## config.mk

```make
export PLATFORM = sky130hd
export DESIGN_NAME = sel_enc_reg
export DESIGN_NICKNAME = d
export VERILOG_FILES = /design/src/rtl/sel_enc_pkg.sv /design/src/rtl/sel_enc_reg_onehot_dec.sv /design/src/rtl/sel_enc_reg.sv
export SDC_FILE = /design/constraint.sdc
export NUM_CORES = 1
export LEC_CHECK = 0
export BUFFER_PORTS_ARGS = -buffer_cell sky130_fd_sc_hd__buf_2
export CAP_MARGIN = 20
export CORE_MARGIN = 2
export CORE_UTILIZATION = 47
export CTS_CLUSTER_SIZE = 20
export DETAILED_ROUTE_END_ITERATION = 10
export HOLD_SLACK_MARGIN = 0.15
export MAX_ROUTING_LAYER = met4
export PLACE_DENSITY_LB_ADDON = 0.1
export SYNTH_ARGS = -nofsm -noshare
export SYNTH_HDL_FRONTEND = slang
export SYNTH_HIERARCHICAL = 1
export SYNTH_SLANG_ARGS = --single-unit
```

## constraint.sdc

```tcl
create_clock -name clk -period 2.79 [get_ports clk]
set_clock_uncertainty 0.2 [all_clocks]
set_input_delay 0.1395 -clock clk [delete_from_list [all_inputs] [get_ports clk]]
set_output_delay 0.1395 -clock clk [all_outputs]
set_load 0.02 [all_outputs]
```

## src/rtl/sel_enc_pkg.sv

```systemverilog
// Field-position helpers for the select/encode unit: IR field offsets and index width.
package sel_enc_pkg;

  function automatic int clog2(input int v);
    int r;
    r = 0;
    while ((1 << r) < v) r++;
    return r;
  endfunction

  // Ra sits directly below the opcode; Rb and Rc follow, each one index width lower.
  function automatic int ra_hi(input int ir_w, input int op_w);
    return ir_w - op_w - 1;
  endfunction

  function automatic int rb_hi(input int ir_w, input int op_w, input int idx_w);
    return ra_hi(ir_w, op_w) - idx_w;
  endfunction

  function automatic int rc_hi(input int ir_w, input int op_w, input int idx_w);
    return rb_hi(ir_w, op_w, idx_w) - idx_w;
  endfunction

  function automatic int c_w(input int ir_w, input int op_w, input int idx_w);
    return ir_w - op_w - 2 * idx_w;
  endfunction

endpackage

```

## src/rtl/sel_enc_reg_onehot_dec.sv

```systemverilog
// Index-to-one-hot decoder; all zeros when not enabled.
module onehot_dec #(
  parameter int NUM_REGS = 16,
  parameter int IDX_W    = 4
) (
  input  logic [IDX_W-1:0]    idx,
  input  logic                en,
  output logic [NUM_REGS-1:0] onehot
);

  always_comb begin
    onehot = '0;
    if (en) onehot[idx] = 1'b1;
  end

endmodule

```

## src/rtl/sel_enc_reg.sv

```systemverilog
// Registered register-file select/encode: IR copy, Ra/Rb/Rc decode to one-hot
// write/read enables, R0 base-address zeroing, optional R0 write protect, sticky select error.
module sel_enc_reg
  import sel_enc_pkg::*;
#(
  parameter int NUM_REGS = 16,
  parameter int IR_W     = 32,
  parameter int OP_W     = 5,
  parameter int DATA_W   = 32,
  parameter int R0_WP    = 0
) (
  input  logic                clk,
  input  logic                reset_n,
  input  logic                ir_load,
  input  logic [IR_W-1:0]     ir_in,
  input  logic                gra,
  input  logic                grb,
  input  logic                grc,
  input  logic                rin,
  input  logic                rout,
  input  logic                ba_out,
  output logic [NUM_REGS-1:0] rins,
  output logic [NUM_REGS-1:0] routs,
  output logic                r0_zero,
  output logic [DATA_W-1:0]   c_sign_ext,
  output logic                sel_err
);

  localparam int IDX_W = clog2(NUM_REGS);
  localparam int RA_HI = ra_hi(IR_W, OP_W);
  localparam int RB_HI = rb_hi(IR_W, OP_W, IDX_W);
  localparam int RC_HI = rc_hi(IR_W, OP_W, IDX_W);
  localparam int C_W   = c_w(IR_W, OP_W, IDX_W);

  logic [IR_W-1:0]     ir_q, ir_d;
  logic [NUM_REGS-1:0] rins_q, rins_d;
  logic [NUM_REGS-1:0] routs_q, routs_d;
  logic                r0_zero_q, r0_zero_d;
  logic                sel_err_q, sel_err_d;

  logic [IDX_W-1:0] idx;
  logic [1:0]       nsel;
  logic             single, zero_hit, wr_en, rd_en, err_new;

  // The opcode field belongs to the control unit; it is carried in ir_q but not decoded here.
  logic unused_op;
  assign unused_op = ^ir_q[IR_W-1 -: OP_W];

  always_comb begin
    ir_d   = ir_load ? ir_in : ir_q;
    nsel   = {1'b0, gra} + {1'b0, grb} + {1'b0, grc};
    single = (nsel == 2'd1);
    idx    = '0;
    if (gra)      idx = ir_q[RA_HI -: IDX_W];
    else if (grb) idx = ir_q[RB_HI -: IDX_W];
    else if (grc) idx = ir_q[RC_HI -: IDX_W];

    zero_hit  = ba_out && rout && single && (idx == '0);
    wr_en     = single && rin && !((R0_WP != 0) && (idx == '0));
    rd_en     = single && rout && !zero_hit;
    err_new   = (nsel > 2'd1) && (rin || rout);
    r0_zero_d = zero_hit;
    // A new error in the same cycle as ir_load must remain visible.
    if (err_new)      sel_err_d = 1'b1;
    else if (ir_load) sel_err_d = 1'b0;
    else              sel_err_d = sel_err_q;
  end

  onehot_dec #(.NUM_REGS(NUM_REGS), .IDX_W(IDX_W)) u_rin_dec (
    .idx    (idx),
    .en     (wr_en),
    .onehot (rins_d)
  );

  onehot_dec #(.NUM_REGS(NUM_REGS), .IDX_W(IDX_W)) u_rout_dec (
    .idx    (idx),
    .en     (rd_en),
    .onehot (routs_d)
  );

  always_ff @(posedge clk or negedge reset_n) begin
    if (!reset_n) begin
      ir_q      <= '0;
      rins_q    <= '0;
      routs_q   <= '0;
      r0_zero_q <= 1'b0;
      sel_err_q <= 1'b0;
    end else begin
      ir_q      <= ir_d;
      rins_q    <= rins_d;
      routs_q   <= routs_d;
      r0_zero_q <= r0_zero_d;
      sel_err_q <= sel_err_d;
    end
  end

  for (genvar i = 0; i < DATA_W; i++) begin : g_sext
    if (i < C_W) begin : g_fld
      assign c_sign_ext[i] = ir_q[i];
    end else begin : g_ext
      assign c_sign_ext[i] = ir_q[C_W-1];
    end
  end

  assign rins    = rins_q;
  assign routs   = routs_q;
  assign r0_zero = r0_zero_q;
  assign sel_err = sel_err_q;

endmodule
```

==> results.cfg, run 1 <==
[status]
status = completed

[detailed_routing]
detail-route-antenna-nets = 0
vias = 1794
dr.pass1.iters = 4
drt_iter0_drc = 52
routedWlPerCell_um = 13.10
wl_um = 5081
drc_errors = 0
viasPerCell = 4.624

[power_and_ir_drop]
sw_frac_of_total_pct = 24.82
p_per_area_mw_per_mm2 = 645.0
switchingPower_uw = 552.5
pwr-share-comb_pct = 15.2
peakVddDrop_mv = 0.4625
p_seq_share_pct = 43.0
p_clk_share_pct = 41.8
p_int_uw = 1673
p_leak_uw = 0.001766

[cts]
cts_tree = done
numCtsBuffers = 9
post_cts_buffers = 0
clkSlewWorstSetupHoldPaths_ps = 70
htree_levels = 3
cts-root-buf = clkbuf_8
clk_latency_ps = 340
clock_sinks = 61
clockBufferDepth = 2

[finish]
nNetsFinal = 355
finalInstanceArea_mm2 = 0.003451
n_fill_cell = 433
finish.utilization_pct = 67.14
instances_no_fill = 388
area_growth_syn_to_layout_pct = 37.69
diodes = 0
drive_gt1_share_pct = 48.43

[worst_setup_path]
critPathSlowestCell = dlygate4sd3_1
crit_arrival_ps = 2260
path_cells = buf_2 -> inv_2 -> fa_1 -> nor2b_1 -> nand2_1 -> dlygate4sd3_1 -> nor2b_1 -> dlygate4sd3_1
cpPeakStageDelay_ps = 550
end_kind = register
cp_max_fo = 7
required_ps = 2870
criticalPathCategory = in2reg
cp-endpoint = r0_zero
r2r_slack_ps = 650
regToRegStartpoint = ir_q[18]
worstSetupStartpointType = input port
reg2reg_depth = 6
crit_start = gra
rr_endpoint = r0_zero

[sta]
final.period_utilization_pct = 78.32
hold_viol_final = 0
finalSetupViolCount = 0
slew_violations = 0
tightest_slew_ps = 744.2
fmax_ghz = 0.4576
fin_setup_tns_ps = 0
rsz0062_at_grt = false
fin_crit_ps = 2185
maxSlewHeadroom_pct = 50.39

[floorplanning]
fp.coreArea_mm2 = 0.005140
io_pins = 107
dieHeight_um = 77.02
dieArea_mm2 = 0.005932
rows = 26
die_x_um = 77.02
start_util_pct = 48.76

[yosys]
syn_avg_cell_area_um2 = 12.66
yosysWarningCount = 6
ys_ff_latch = 61
netlist_instances = 198
ys_async_sr_fraction_pct = 100.0
yosys.area.top_type = dfrtp_1
yosys.cell_types.count = 25
synth_fp_nets = 240
synthTopCellsByCount = dfrtp_1 (61), buf_4 (32), mux2_2 (26), nor2_1 (26), nand3b_1 (8)
synth_top_cell_area_share_pct = 60.91
synth.area.top_cells = dfrtp_1 (61%), mux2_2 (12%), buf_4 (9.6%), nor2_1 (3.9%), nand3b_1 (2.4%)
synth_edf_count = 0
netlist_area_mm2 = 0.002506
synthMostInstantiatedCell = dfrtp_1
synth_flop_cell = dfrtp_1
seq_area_frac_synth_pct = 60.91

[job]
drv_cap = 0

[placement]
place_inst = 339
dpl_cell_area_mm2 = 0.002882
gp_congestion = 0.7157
hpwlAfterDp_um = 3239
port-buffer-count = 101

[global_routing]
grt_pass1_wl_um = 8487
grt_max_degree = 62
grt_pass1_vias = 1854
antenna_found_initial = 0
grt_overflow_total = 0
grt_util_all_layers_pct = 19.44

[min_path]
hold_path_class = in2reg
## logic make-up after synthesis
kind of cell	after synthesis	share of synthesized area (%)
adder cells (fa/ha/maj)	1	0.7988
flip-flops	61	60.91
buffers and inverters	40	10.93
AO/OA/AOI/OAI	11	2.846
multiplexers	26	11.68
AND/OR/NAND/NOR	59	12.83
## routing by layer
| metal | vias to the layer above | part of all wire (%) | GRT usage (%) | routed length (um) |
|---|---|---|---|---|
| li1 | 861 | - | - | - |
| met1 | 856 | 42 | 21.86 | 2133 |
| met2 | 67 | 49 | 30.88 | 2493 |
| met3 | 10 | 6.8 | 6.353 | 344 |
| met4 | 0 | 2.2 | 10.54 | 110 |
| met5 | - | 0 | - | 0 |
## layout by cell type (no fill, tap or decap), drive strengths merged, types with 2 or more instances in the layout
master and instances:
a21oi 4, a2bb2oi 3, buf 106, bufinv 3, clkbuf 10, clkinv 2, dfrtp 61, dlygate4sd3 33
inv 5, mux2 26, nand2 4, nand2b 4, nand3 2, nand3b 8, nor2 26, nor2b 2
nor3 8, or3b 2
## sequential cells by signal, summed over array words and instances, names as in the netlist
| name | flops |
|---|---|
| routs | 16 |
| ir_q | 27 |
| sel_err | 1 |
| r0_zero | 1 |
| rins | 16 |
## area by class of cell
class	count	area, um2	share of cell area, %
Clock inverter	6	111.4	3.227
Sequential cell	61	1526	44.23
Multi-Input combinational cell	97	705.7	20.45
Timing Repair Buffer	139	873.3	25.31
Clock buffer	10	127.6	3.698
Inverter	5	18.77	0.5439
Tap cell	70	87.58	2.538
## how the worst min path moves through the flow
| stage | startpoint | to | slack, ps | cells after the start |
|---|---|---|---|---|
| after floorplan | reset_n | ir_q[0] | -360 | 0 |
| after global placement | reset_n | ir_q[5] | 140 | 2 |
| after detailed placement | reset_n | ir_q[0] | 140 | 2 |
| after CTS | ir_load | ir_q[24] | 160 | 3 |
| after global routing | ir_load | ir_q[24] | 200 | 3 |
| final | ir_load | ir_q[24] | 170 | 3 |
## power groups by stage
stage	logic [uW]	clock network [uW]	registers, uW
6_report	338	931	957
5_1_grt	368	996	963
4_1_cts	341	955	957
3_5_place_dp	304	0	973
3_3_place_gp	300	0	972
2_1_floorplan	237	0	977
## critical path: cells and delay by family
family | cells | cell delay, ps
buffers and inverters | 4 | 1320
adders and majority gates | 1 | 460
and+or+nand+nor | 3 | 330
## per-stage QoR
step | hold slack, ps | setup WS [ps] | power [uW]
after floorplan | -356.1 | 542.7 | 1214
after global placement | 143.3 | 695.6 | 1272
after detailed placement | 141.5 | 641.7 | 1277
after CTS | 155.9 | 606.5 | 2252
after global routing | 198.6 | 455.3 | 2326
final | 169.5 | 604.8 | 2226
## what timing repair did
action / CTS / global route
hold buffers: 33 / 0
endpoints found under the hold margin: 114 / 0
resized for setup: 0 / 0
Note: power is estimated with default switching activity, not from simulation.
==> run 2, diff against run 1 <==
--- a/config.mk
+++ b/config.mk
@@ -5,10 +5,11 @@
 export SDC_FILE = /design/constraint.sdc
 export NUM_CORES = 1
 export LEC_CHECK = 0
+export ABC_AREA = 1
 export BUFFER_PORTS_ARGS = -buffer_cell sky130_fd_sc_hd__buf_2
 export CAP_MARGIN = 20
 export CORE_MARGIN = 2
-export CORE_UTILIZATION = 47
+export CORE_UTILIZATION = 43
 export CTS_CLUSTER_SIZE = 20
 export DETAILED_ROUTE_END_ITERATION = 10
 export HOLD_SLACK_MARGIN = 0.15
==> constraint.sdc (replaced) <==
create_clock -name clk -period 1.8 [get_ports clk]
set_clock_uncertainty 0.2 [all_clocks]
set_input_delay 0.09 -clock clk [delete_from_list [all_inputs] [get_ports clk]]
set_output_delay 0.09 -clock clk [all_outputs]
set_load 0.02 [all_outputs]
==> run 2 against run 1 <==
- setup slack got worse by 470 ps
- global-route usage decreased by 2.0 points
- design area up 3.6%
- synthesized area rose by 4.3%
- critical path depth decreased by 2
- power is 41% higher
- via count rose by 7.3%
- non-clock buffer count up 9
- highest routed layer unchanged
==> results.cfg, run 2 <==
[detailed_routing]
detail-route-antenna-nets = 0
drt_iter0_drc = 38
viasPerCell = 4.365
routedWlPerCell_um = 11.59
drc_errors = 0
wl_um = 5112
dr.pass1.iters = 4
vias = 1925

[cts]
post_cts_buffers = 0
clk_latency_ps = 320
numCtsBuffers = 9
cts-root-buf = clkbuf_8
clockBufferDepth = 2
cts_tree = done
clkSlewWorstSetupHoldPaths_ps = 70
clock_sinks = 61
htree_levels = 3

[sta]
timing.final.ws_setup_ps = 136.4
fmax_ghz = 0.6011
fin_setup_tns_ps = 0
hold_viol_final = 0
finalSetupViolCount = 0
maxSlewHeadroom_pct = 65.23
rsz0062_at_grt = false
tightest_slew_ps = 521.6
fin_crit_ps = 1664
fin_hold_ws_ps = 159.0
slew_violations = 0
final.period_utilization_pct = 92.42

[worst_setup_path]
regToRegStartpoint = ir_q[21]
crit_arrival_ps = 1730
worstSetupStartpointType = register
required_ps = 1870
end_kind = register
cp_max_fo = 2
r2r_slack_ps = 140
crit_start = ir_q[21]
criticalPathCategory = reg2reg

[floorplanning]
dieHeight_um = 81.97
fp.coreArea_mm2 = 0.005886
die_x_um = 81.97
rows = 28
start_util_pct = 44.41
io_pins = 107
dieArea_mm2 = 0.006718

[finish]
finish.utilization_pct = 60.74
area_growth_syn_to_layout_pct = 36.76
nNetsFinal = 404
layout.cells.most_common_list = buf_2 (101), dfrtp_1 (61), dlygate4sd3_1 (39)
final_common_cell = buf_2
seq_area_mm2 = 0.001526
largest_register_ffs = 27
multi_input_area_um2 = 714.4
regMostFlops = ir_q
drive_gt1_share_pct = 42.90
n_fill_cell = 535
diodes = 0

[placement]
hpwlAfterDp_um = 3308
port-buffer-count = 101
place_ws_ps = -43.37
gp_congestion = 0.7263

[global_routing]
grt_util_all_layers_pct = 17.46
grt_pass1_vias = 1875
grt_overflow_total = 0
antenna_found_initial = 0
grt_pass1_wl_um = 8424
grt_max_degree = 62

[status]
status = completed

[yosys]
synth_top_cell_area_share_pct = 58.40
synthMostInstantiatedCell = dfrtp_1
netlist_area_mm2 = 0.002614
yosysWarningCount = 6
yosys.area.top_type = dfrtp_1
ys_ff_latch = 61
seq_area_frac_synth_pct = 58.40
synth_edf_count = 0
synth.area.top_cells = dfrtp_1 (58%), buf_4 (9.5%), mux2_2 (8.6%), nor2_1 (5.2%), nand2_1 (4.0%)
synthTopCellsByCount = dfrtp_1 (61), nor2_1 (36), buf_4 (33)
synth_flop_cell = dfrtp_1
synth_fp_nets = 282
syn_avg_cell_area_um2 = 10.89
yosys.cell_types.count = 19
netlist_instances = 240
ys_async_sr_fraction_pct = 100.0

[power_and_ir_drop]
p_leak_uw = 0.001921
p_per_area_mw_per_mm2 = 879.1
peakVddDrop_mv = 0.5122

[job]
drv_cap = 0

[min_path]
min_from = ir_load
hold_path_class = in2reg
-- run 2: area by class of cell --
type | instances | share of cell area (%)
flip-flops and latches | 61 | 42.70
repair buffers | 148 | 27.09
multi-input cells | 119 | 19.99
clock buffers | 12 | 4.620
well taps | 75 | 2.625
inverters | 23 | 2.415
clock inverters | 3 | 0.5600
-- run 2: kinds of logic after synthesis --
| kind of cell | after synthesis | share of synthesized area [%] |
|---|---|---|
| and+or+nand+nor | 86 | 14.46 |
| muxes | 23 | 10.34 |
| adders and majority gates | 1 | 0.7659 |
| DFF | 61 | 58.40 |
| buffers and inverters | 60 | 14.26 |
| AOI/OAI and AO/OA | 9 | 1.771 |
-- run 2: critical path, stage by stage (launching register included) --
cell           delay, ps
dfrtp_1              380
a21oi_1              130
nand2_1               90
nand2_2               80
nand3_2               90
nor2_4               100
dlygate4sd3_1        540
-- run 2: final timing paths --
kind | end | cells after the start
setup / recovery | r0_zero | 6
hold / removal | ir_q[18] | 2
setup reg to reg | r0_zero | 6
hold reg to reg | ir_q[6] | 1
max in group asynchronous | rins[2] | 4
min in group asynchronous | ir_q[8] | 4
-- run 2: what timing repair did --
item,4_1_cts,5_1_grt
hold buffers,39,0
endpoints found under the hold margin,122,0
resized for setup,0,0
-- run 2: power breakdown --
| group | switching (uW) | leakage (uW) | internal [uW] |
|---|---|---|---|
| sequential | 30.7 | 0.000789 | 1440 |
| combinational | 332 | 0.00104 | 244 |
| clock | 494 | 0.0000905 | 602 |
-- run 2: stage by stage --
step	power, uW	cells	cell area (um2)
2_1_floorplan	1910	240	2614
3_3_place_gp	2006	387	2999
3_5_place_dp	2010	387	2999
4_1_cts	3191	441	3575
5_1_grt	3320	441	3575
6_report	3143	441	3575
-- run 2: metal layers --
layer | routed length [um] | GRT usage (%) | vias to the layer above
li1 | - | - | 958
met1 | 2261 | 20.49 | 888
met2 | 2425 | 27.72 | 72
met3 | 341 | 4.176 | 7
met4 | 84 | 9.500 | 0
met5 | 0 | - | -
